## src/rtl/dispenser_pkg.sv

```systemverilog
// Shared definitions for the dispenser GPIO return path.
//   dose_state_e    : dose-confirmation FSM states
//   SLOT_*          : dose slot codes carried on the 2-bit slot bus
//   DEFAULT_*       : timing defaults for a 50 MHz system clock
package dispenser_pkg;

    typedef enum logic [1:0] {
        ST_IDLE    = 2'd0,
        ST_ARMED   = 2'd1,
        ST_HOLDOFF = 2'd2
    } dose_state_e;

    localparam logic [1:0] SLOT_MORNING   = 2'd0;
    localparam logic [1:0] SLOT_AFTERNOON = 2'd1;
    localparam logic [1:0] SLOT_EVENING   = 2'd2;
    localparam logic [1:0] SLOT_INVALID   = 2'd3;

    // 10 ms debounce, 3 s drop timeout, 8-bit miss counter at 50 MHz
    localparam int unsigned DEFAULT_DEBOUNCE_CYCLES = 500000;
    localparam int unsigned DEFAULT_TIMEOUT_CYCLES  = 150000000;
    localparam int unsigned DEFAULT_MISS_W          = 8;

endpackage

```

## src/rtl/sensor_debounce.sv

```systemverilog
// Conditions the asynchronous, bouncy pill-drop sensor.
//   clock        : system clock
//   resetn       : asynchronous active-low reset
//   sensor_raw   : raw sensor input, active high, asynchronous
//   sensor_level : debounced level; follows the synchronized input only after it
//                  has disagreed for DEBOUNCE_CYCLES consecutive cycles
module sensor_debounce
    import dispenser_pkg::*;
#(
    parameter int unsigned DEBOUNCE_CYCLES = DEFAULT_DEBOUNCE_CYCLES
) (
    input  logic clock,
    input  logic resetn,
    input  logic sensor_raw,
    output logic sensor_level
);

    localparam int unsigned CNT_W = $clog2(DEBOUNCE_CYCLES + 1);
    localparam logic [CNT_W-1:0] CNT_LAST = CNT_W'(DEBOUNCE_CYCLES - 1);

    logic             sync_1;
    logic             sync_2;
    logic [CNT_W-1:0] stable_cnt;

    always_ff @(posedge clock or negedge resetn) begin
        if (!resetn) begin
            sync_1       <= 1'b0;
            sync_2       <= 1'b0;
            stable_cnt   <= '0;
            sensor_level <= 1'b0;
        end else begin
            sync_1 <= sensor_raw;
            sync_2 <= sync_1;
            if (sync_2 != sensor_level) begin
                // This cycle is the DEBOUNCE_CYCLES-th consecutive disagreement
                if (stable_cnt == CNT_LAST) begin
                    sensor_level <= sync_2;
                    stable_cnt   <= '0;
                end else begin
                    stable_cnt <= stable_cnt + 1'b1;
                end
            end else begin
                stable_cnt <= '0;
            end
        end
    end

endmodule

```

## src/rtl/dose_confirm_monitor.sv

```systemverilog
// Confirms that each dispense pulse actually delivered a dose.
//   clock          : system clock, 50 MHz
//   resetn         : asynchronous active-low reset
//   dispense_port  : dispense drive level, high while the mechanism is actuated
//   sensor_raw     : asynchronous pill-drop sensor, active high, bouncy
//   slot           : dose slot (0 morning, 1 afternoon, 2 evening, 3 invalid)
//   ack_clear      : one-cycle pulse clearing missed_flags and miss_count
//   sensor_level   : debounced sensor level
//   busy           : high whenever the FSM is not IDLE
//   dose_ok        : one-cycle pulse, drop seen within the timeout
//   dose_missed    : one-cycle pulse, timeout expired without a drop
//   missed_flags   : sticky per-slot miss flags, indexed by the latched slot
//   miss_count     : saturating count of missed doses
module dose_confirm_monitor
    import dispenser_pkg::*;
#(
    parameter int unsigned DEBOUNCE_CYCLES = DEFAULT_DEBOUNCE_CYCLES,
    parameter int unsigned TIMEOUT_CYCLES  = DEFAULT_TIMEOUT_CYCLES,
    parameter int unsigned MISS_W          = DEFAULT_MISS_W
) (
    input  logic              clock,
    input  logic              resetn,
    input  logic              dispense_port,
    input  logic              sensor_raw,
    input  logic [1:0]        slot,
    input  logic              ack_clear,
    output logic              sensor_level,
    output logic              busy,
    output logic              dose_ok,
    output logic              dose_missed,
    output logic [2:0]        missed_flags,
    output logic [MISS_W-1:0] miss_count
);

    localparam int unsigned TIMER_W = $clog2(TIMEOUT_CYCLES);
    localparam logic [TIMER_W-1:0] TIMER_LAST = TIMER_W'(TIMEOUT_CYCLES - 1);

    dose_state_e        state_q, state_d;
    logic [TIMER_W-1:0] timer_q, timer_d;
    logic [1:0]         slot_q, slot_d;
    logic               port_q;
    logic               level_q;
    logic               disp_rise;
    logic               drop;
    logic               ok_d;
    logic               missed_d;
    logic [2:0]         flags_d;
    logic [MISS_W-1:0]  count_d;

    sensor_debounce #(
        .DEBOUNCE_CYCLES (DEBOUNCE_CYCLES)
    ) u_sensor_debounce (
        .clock        (clock),
        .resetn       (resetn),
        .sensor_raw   (sensor_raw),
        .sensor_level (sensor_level)
    );

    assign disp_rise = dispense_port & ~port_q;
    assign drop      = sensor_level & ~level_q;

    always_ff @(posedge clock or negedge resetn) begin
        if (!resetn) begin
            state_q      <= ST_IDLE;
            timer_q      <= '0;
            slot_q       <= '0;
            port_q       <= 1'b0;
            level_q      <= 1'b0;
            busy         <= 1'b0;
            dose_ok      <= 1'b0;
            dose_missed  <= 1'b0;
            missed_flags <= '0;
            miss_count   <= '0;
        end else begin
            state_q      <= state_d;
            timer_q      <= timer_d;
            slot_q       <= slot_d;
            port_q       <= dispense_port;
            level_q      <= sensor_level;
            busy         <= (state_d != ST_IDLE);
            dose_ok      <= ok_d;
            dose_missed  <= missed_d;
            missed_flags <= flags_d;
            miss_count   <= count_d;
        end
    end

    always_comb begin
        state_d  = state_q;
        timer_d  = timer_q;
        slot_d   = slot_q;
        ok_d     = 1'b0;
        missed_d = 1'b0;
        // Clear first so a miss recorded in the same cycle survives the clear
        flags_d  = ack_clear ? '0 : missed_flags;
        count_d  = ack_clear ? '0 : miss_count;

        unique case (state_q)
            ST_IDLE: begin
                if (disp_rise) begin
                    state_d = ST_ARMED;
                    slot_d  = slot;
                    timer_d = '0;
                end
            end
            ST_ARMED: begin
                timer_d = timer_q + 1'b1;
                // A drop on the final timer cycle still counts as delivered
                if (drop) begin
                    ok_d    = 1'b1;
                    state_d = ST_HOLDOFF;
                end else if (timer_q == TIMER_LAST) begin
                    missed_d = 1'b1;
                    state_d  = ST_HOLDOFF;
                    if (slot_q != SLOT_INVALID) begin
                        flags_d[slot_q] = 1'b1;
                    end
                    if (count_d != '1) begin
                        count_d = count_d + 1'b1;
                    end
                end
            end
            ST_HOLDOFF: begin
                if (!dispense_port && !sensor_level) begin
                    state_d = ST_IDLE;
                end
            end
            default: state_d = ST_IDLE;
        endcase
    end

endmodule

```

## config.mk

```make
export PLATFORM = sky130hd
export DESIGN_NAME = dose_confirm_monitor
export DESIGN_NICKNAME = d
export VERILOG_FILES = /design/src/rtl/dispenser_pkg.sv /design/src/rtl/sensor_debounce.sv /design/src/rtl/dose_confirm_monitor.sv
export SDC_FILE = /design/constraint.sdc
export NUM_CORES = 1
export LEC_CHECK = 0
export BUFFER_PORTS_ARGS = -buffer_cell sky130_fd_sc_hd__buf_2
export CELL_PAD_IN_SITES_DETAIL_PLACEMENT = 1
export CELL_PAD_IN_SITES_GLOBAL_PLACEMENT = 1
export CORE_ASPECT_RATIO = 0.7
export CORE_MARGIN = 5
export CORE_UTILIZATION = 35
export CTS_BUF_LIST = sky130_fd_sc_hd__clkbuf_8
export CTS_CLUSTER_SIZE = 24
export DETAILED_ROUTE_END_ITERATION = 10
export PLACE_DENSITY_LB_ADDON = 0.1
export SLEW_MARGIN = 5
export SYNTH_ARGS = -nofsm -noshare
export SYNTH_HDL_FRONTEND = slang
export SYNTH_SLANG_ARGS = --single-unit
export TNS_END_PERCENT = 30
```

## constraint.sdc

```tcl
create_clock -name clock -period 1.71 [get_ports clock]
set_input_delay 0.0855 -clock clock [delete_from_list [all_inputs] [get_ports clock]]
set_output_delay 0.0855 -clock clock [all_outputs]
set_load 0.02 [all_outputs]
```

==> metrics, run 1 <==
Post-synth EDFFs 0; CP Class flop to flop; flop2flop setup slack -0.24 ns; core area 9110 um^2; Hold Vio Cnt, Final 0; ys async rst share 1.00; Layout Area Growth over Synthesis 32.1%; Crit Path Max Fanout 6; 1st-iter DRT viols 181; top_reg_cell synth dfrtp_1; worst flop-to-flop path startpoint timer_q[9]; RSZ-0062 raised after global routing true; Peak VDD IR 0.490 mV; run status complete, but fails checks; gp weighted congestion 0.766; Mapped Avg Cell Area 10.1 um^2; Clock Root Buffer clkbuf_8; post-DP HPWL 6070 um; final slew viol count 0; Post-Synth XOR/XNOR Area 0.0534; worst slew pin tran 0.390 ns; post-layout util 0.475; syn_nets 335; final setup fails 11; top cells by area, synth dfrtp_1 53%, nand3_1 5.5%, nor2_1 3.9%; Tmin final slightly below 2 ns; antenna viol nets, final 0; pre-CTS setup slack -0.311 ns; CTS Buf Count 9; CTS tree yes; commonest non-fill, non-tap cell in the layout dfrtp_1; Synth Area in Compound Gates 0.0844; Leakage 2.02 nW; post-synth top area share 0.534; number of synthesis warnings 0; skew final between 0.015 and 0.02 ns; Post-Syn Area 3280 um^2; final setup margin -0.244 ns; max cap viols 0; vias in the first global route 3061; io pins 22; GR Overflow Total 0; die width 126 um; wire length per cell 15.6 um; main combinational cell family by area after synthesis simple AND/OR/NAND/NOR gates; worst skew pair latency 0.36 ns; num rows 29; violated checks setup timing; FILL cells 1048; Reg clk slew, reported paths roughly 0.08 ns; Worst Hold Slack around 0.085 ns; largest net degree at the start of global routing 71; required time of the worst setup path 1.94 ns; clock sinks 70; HP Start ack_clear; Final Non-Filler Cells 547; Initial Util 0.360; vias per cell 5.07; most frequent cells in the layout 70 x dfrtp_1, 56 x buf_4, 35 x nand3_1, 32 x nor2_1, 27 x nand2_1; Max Buffers Root-to-Sink 2; CP Capture Type flop; Placed Cells 524; relative slew slack 0.740; register area share after synthesis 0.534; Hold Path Class input port to flop; #FFs+latches synth 70; Yosys top cell by area dfrtp_1; drc violations 0; NumNets Final 428; Final Cycle Share 1.14; distinct cell type count after synthesis 42; CP Launch Type flop; PwrDens around 920 nW/um^2; Mapped Cells 325; layout cells sized above 1 0.288; Die Span Y 91.0 um; First-pass DRT Iterations 4; first-pass GRT wire length 15100 um; Synth Area in Simple Gates 0.261; Adder-Cell Fraction of Synth Area 0.0115; overall routing resource usage 0.162; Achievable Freq 0.512 GHz; via count 2774; die area between 10000 and 15000 um^2; # diodes 0; Critical Path Start timer_q[9]; post-synthesis mux area share 0.0363; initial antenna violation count 0; H-tree depth 3; CP arrival ~2.2 ns; IO Port Bufs 21; Routed WL approximately 8500 um
## worst paths after layout
path / to / depth (start not counted)
worst max-delay path: miss_count[1] / 7
worst min-delay path: miss_count[0] / 3
worst max register to register: miss_count[1] / 7
worst min register to register: u_sensor_debounce.sync_2 / 0
max in group asynchronous: timer_q[11] / 3
min in group asynchronous: u_sensor_debounce.stable_cnt[10] / 3
## flip-flops by register name, summed over array words and instances, names as in the netlist
signal / cells
u_sensor_debounce.sensor_level: 1
dose_ok: 1
missed_flags: 3
slot_q: 2
u_sensor_debounce.stable_cnt: 19
busy: 1
level_q: 1
port_q: 1
timer_q: 28
u_sensor_debounce.sync_1: 1
dose_missed: 1
u_sensor_debounce.sync_2: 1
miss_count: 8
state_q: 2
## cells by family (layout without fill, tap and decap cells)
family          count (synthesis)  count (layout)
compound gates                 45              45
xor+xnor                       20              20
fa+ha+maj                       3               3
buf+inv                        16             114
flops                          70              70
mux                            11              11
simple gates                  160             160
## stage by stage
| step | cell area, um^2 | setup TNS, ns | total power, mW |
|---|---|---|---|
| 3_5_place_dp | 4010 | -2.64 | 2.72 |
| 4_1_cts | 4260 | -1.64 | 4.03 |
| 5_1_grt | 4330 | -3.05 | 4.24 |
| 3_3_place_gp | 4010 | -1.81 | 2.69 |
| 6_report | 4330 | -1.62 | 3.99 |
| 2_1_floorplan | 3290 | -0.779 | 2.31 |
## metal layers
layer / global-route usage / up-vias / wire [um]
met5: 0 / - / 0
met4: 0.0460 / 0 / 86
met3: 0.0446 / 8 / 262
met2: 0.244 / 32 / 3680
met1: 0.231 / 1376 / 4510
li1: - / 1358 / -
## critical path: stages, from the launching register on
cell,delay (ns)
dfrtp_1,0.40
nor4b_2,0.32
nand4_1,0.16
buf_6,0.16
nor4_4,0.27
buf_6,0.17
nand2_4,0.05
mux2_4,0.29
## cell usage after synthesis (3+ instances only)
master / instances
xor2_1: 11
and3_1: 9
xnor2_1: 9
inv_1: 9
nor4b_1: 4
o21ai_1: 4
mux2_2: 3
mux2i_1: 4
o31ai_1: 5
nand2b_1: 3
dfrtp_1: 70
nor3_1: 4
buf_2: 3
o211ai_1: 5
o21ai_0: 19
clkbuf_1: 4
nor2b_1: 9
a21oi_1: 4
nand2_1: 27
nor2_1: 34
mux2_1: 4
nand3_1: 36
nand4_1: 20
ha_1: 3
nand4b_1: 3
## power breakdown
group,switching [mW],internal [mW]
clock,0.618,0.653
sequential,0.136,1.83
combinational,0.382,0.363
total,1.14,2.85
## area by class of cell
type | instances | area, um^2 | area share
tap | 124 | 155 | 0.0358
clock buffer | 9 | 124 | 0.0286
clock inverter | 7 | 57.6 | 0.0133
multi-input combinational | 239 | 1540 | 0.355
timing repair buffer | 89 | 672 | 0.155
inverter | 9 | 33.8 | 0.00780
sequential | 70 | 1750 | 0.405
## what timing repair did
| item | CTS | global route |
|---|---|---|
| pin swaps | 10 | 6 |
| buffers inserted | 0 | 2 |
| endpoints found under the setup margin | 16 | 21 |
| resized for setup | 4 | 17 |
| hold endpoints to repair | 74 | 0 |
| hold buffers | 5 | 0 |
(Power assumes the default switching activity.)
==> run 2: changes to the inputs <==
==> constraint.sdc (replaced) <==
create_clock -name clock -period 1.65 [get_ports clock]
set_input_delay 0.0825 -clock clock [delete_from_list [all_inputs] [get_ports clock]]
set_output_delay 0.0825 -clock clock [all_outputs]
set_load 0.02 [all_outputs]
==> run 2 against run 1 <==
The run still ends with setup timing left. Die area unchanged. Sequential cell count unchanged. Global-route usage up 0.11 points. Setup slack worse by 0.037 ns. Utilization up 0.29 points. Sequential share of layout area down 0.24 points. Combinational power up 9.5%. Critical endpoint unchanged. Largest cell class unchanged.
==> metrics, run 2 (same netlist as run 1, synthesis figures left out) <==
Die Span Y just over 90 um; Worst Hold Slack 0.116 ns; relative slew slack 0.633; CP Class flop to flop; Initial Util 0.360; required time of the worst setup path 1.88 ns; NumNets Final 431; run status complete, but fails checks; Hold Vio Cnt, Final 0; Clock Power Share 0.294; vias per cell around 5.1; most frequent CP cell buf_6; Switch Pwr ~1.2 mW; first-pass GRT wire length 15100 um; CP max stage delay 0.39 ns; logic gate share of total power 0.202; crit-path cells nor4b_2 > nand4_1 > buf_6 > nor4_4 > buf_6 > nand2_4 > mux2_4; pre-CTS setup slack -0.334 ns; max reg flops 28; Crit Path Max Fanout 4; final total power 4.05 mW; CP Launch Type flop; num rows 29; Achievable Freq 0.518 GHz; # diodes 0; most frequent cells in the layout 70 x dfrtp_1, 57 x buf_4, 36 x nand3_1, 34 x nor2_1, 26 x nand2_1; wire length per cell roughly 16 um; gp weighted congestion 0.750; Sw Ratio 0.291; GR Overflow Total 0; worst flop-to-flop path startpoint timer_q[19]; final setup margin -0.281 ns; post-layout util 0.478; die width 126 um; RSZ-0062 raised after global routing true; final slew viol count 0; overall routing resource usage 0.163; CTS tree yes; Layout Area Growth over Synthesis 32.9%; IO Port Bufs 21; flop2flop setup slack -0.28 ns; antenna viol nets, final 0; most flop-heavy register timer_q; worst slew pin tran 0.551 ns; Tmin final 1.93 ns; Leakage 2.04 nW; Hold Path Class input port to flop; Reg clk slew, reported paths around 0.07 ns; Routed WL approximately 8700 um; FILL cells 1037; core area ~9100 um^2; Setup crit end miss_count[1]; initial antenna violation count 0; Reg power frac 0.504; final setup fails 14; Pint 2.87 mW; First-pass DRT Iterations 4; CP Capture Type flop; drc violations 0; Peak VDD IR approximately 0.43 mV; skew final approximately 0.0052 ns; max cap viols 0; 1st-iter DRT viols 142; H-tree depth 3; biggest regs timer_q: 28 flops, u_sensor_debounce.stable_cnt: 19 flops, miss_count: 8 flops; Final Cycle Share 1.17; die area 11400 um^2; vias in the first global route 3052; Max Buffers Root-to-Sink 2; worst r2r dst miss_count[1]; largest net degree at the start of global routing 30; worst skew pair latency around 0.35 ns; commonest non-fill, non-tap cell in the layout dfrtp_1; layout cells sized above 1 0.286; Critical Path Start timer_q[19]; CP arrival 2.17 ns; clock sinks 70; Critical Path Slowest Stage Cell dfrtp_1; Clock Root Buffer clkbuf_8; PwrDens 929 nW/um^2; reg2reg path depth 7; CTS Buf Count 9; via count 2787; violated checks setup timing; post-DP HPWL between 6000 and 7000 um; io pins 22
[run 2: cell count changes in the layout (fill, tap and decap cells not counted), sizes merged]
cell	change
buf	+3
clkinv	-3
inv	+3
bufinv	-1
clkbuf	+1
[run 2: through the flow]
step,TNS (ns),std cells,area [um^2]
after global placement,-2.83,525,4030
after detailed placement,-3.21,525,4030
after floorplan,-1.83,325,3290
final,-2.37,550,4360
after global routing,-5.74,550,4360
after CTS,-2.79,548,4290
[run 2: metal layers]
layer	share of wire	GRT usage	wire length, um
met5	0	0	0
met4	0.013	0.0505	109
met3	0.034	0.0504	298
met2	0.44	0.244	3820
met1	0.51	0.228	4440
[run 2: area by class of cell]
type,instances,area [um^2],share of cell area
flip-flops and latches,70,1750,0.402
multi-input cells,239,1540,0.354
repair buffers,92,711,0.163
well taps,124,155,0.0356
clock buffers,10,138,0.0316
inverters,9,33.8,0.00775
clock inverters,6,23.8,0.00546
[run 2: how the worst min path moves through the flow]
stage              start  slack, ns                         endpoint  depth (start not counted)
2_1_floorplan     resetn      -0.21                             busy                          0
3_3_place_gp      resetn       0.10  u_sensor_debounce.stable_cnt[5]                          1
3_5_place_dp      resetn       0.10  u_sensor_debounce.stable_cnt[5]                          1
4_1_cts        ack_clear        0.1                    miss_count[0]                          3
5_1_grt        ack_clear       0.11                    miss_count[0]                          3
6_report       ack_clear       0.12                    miss_count[0]                          3
[run 2: what timing repair did]
action | 4_1_cts | 5_1_grt
endpoints found under the setup margin | 22 | 44
pin swaps | 10 | 15
endpoints found under the hold margin | 24 | 0
hold buffers | 5 | 0
setup buffers | 2 | 3
gates resized for setup | 10 | 11
[run 2: critical path, delay by kind of cell (launching register included)]
family | cells | cell delay [ns]
AND/OR/NAND/NOR | 4 | 0.79
flip-flops | 1 | 0.39
buffers and inverters | 2 | 0.34
multiplexers | 1 | 0.29
[run 2: power groups by stage]
stage	registers [mW]	clock network, mW	logic [mW]
after floorplan	2.09	0	0.298
after global placement	2.06	0	0.742
after detailed placement	2.07	0	0.765
after CTS	2.04	1.23	0.810
after global routing	2.07	1.32	0.926
final	2.04	1.19	0.817
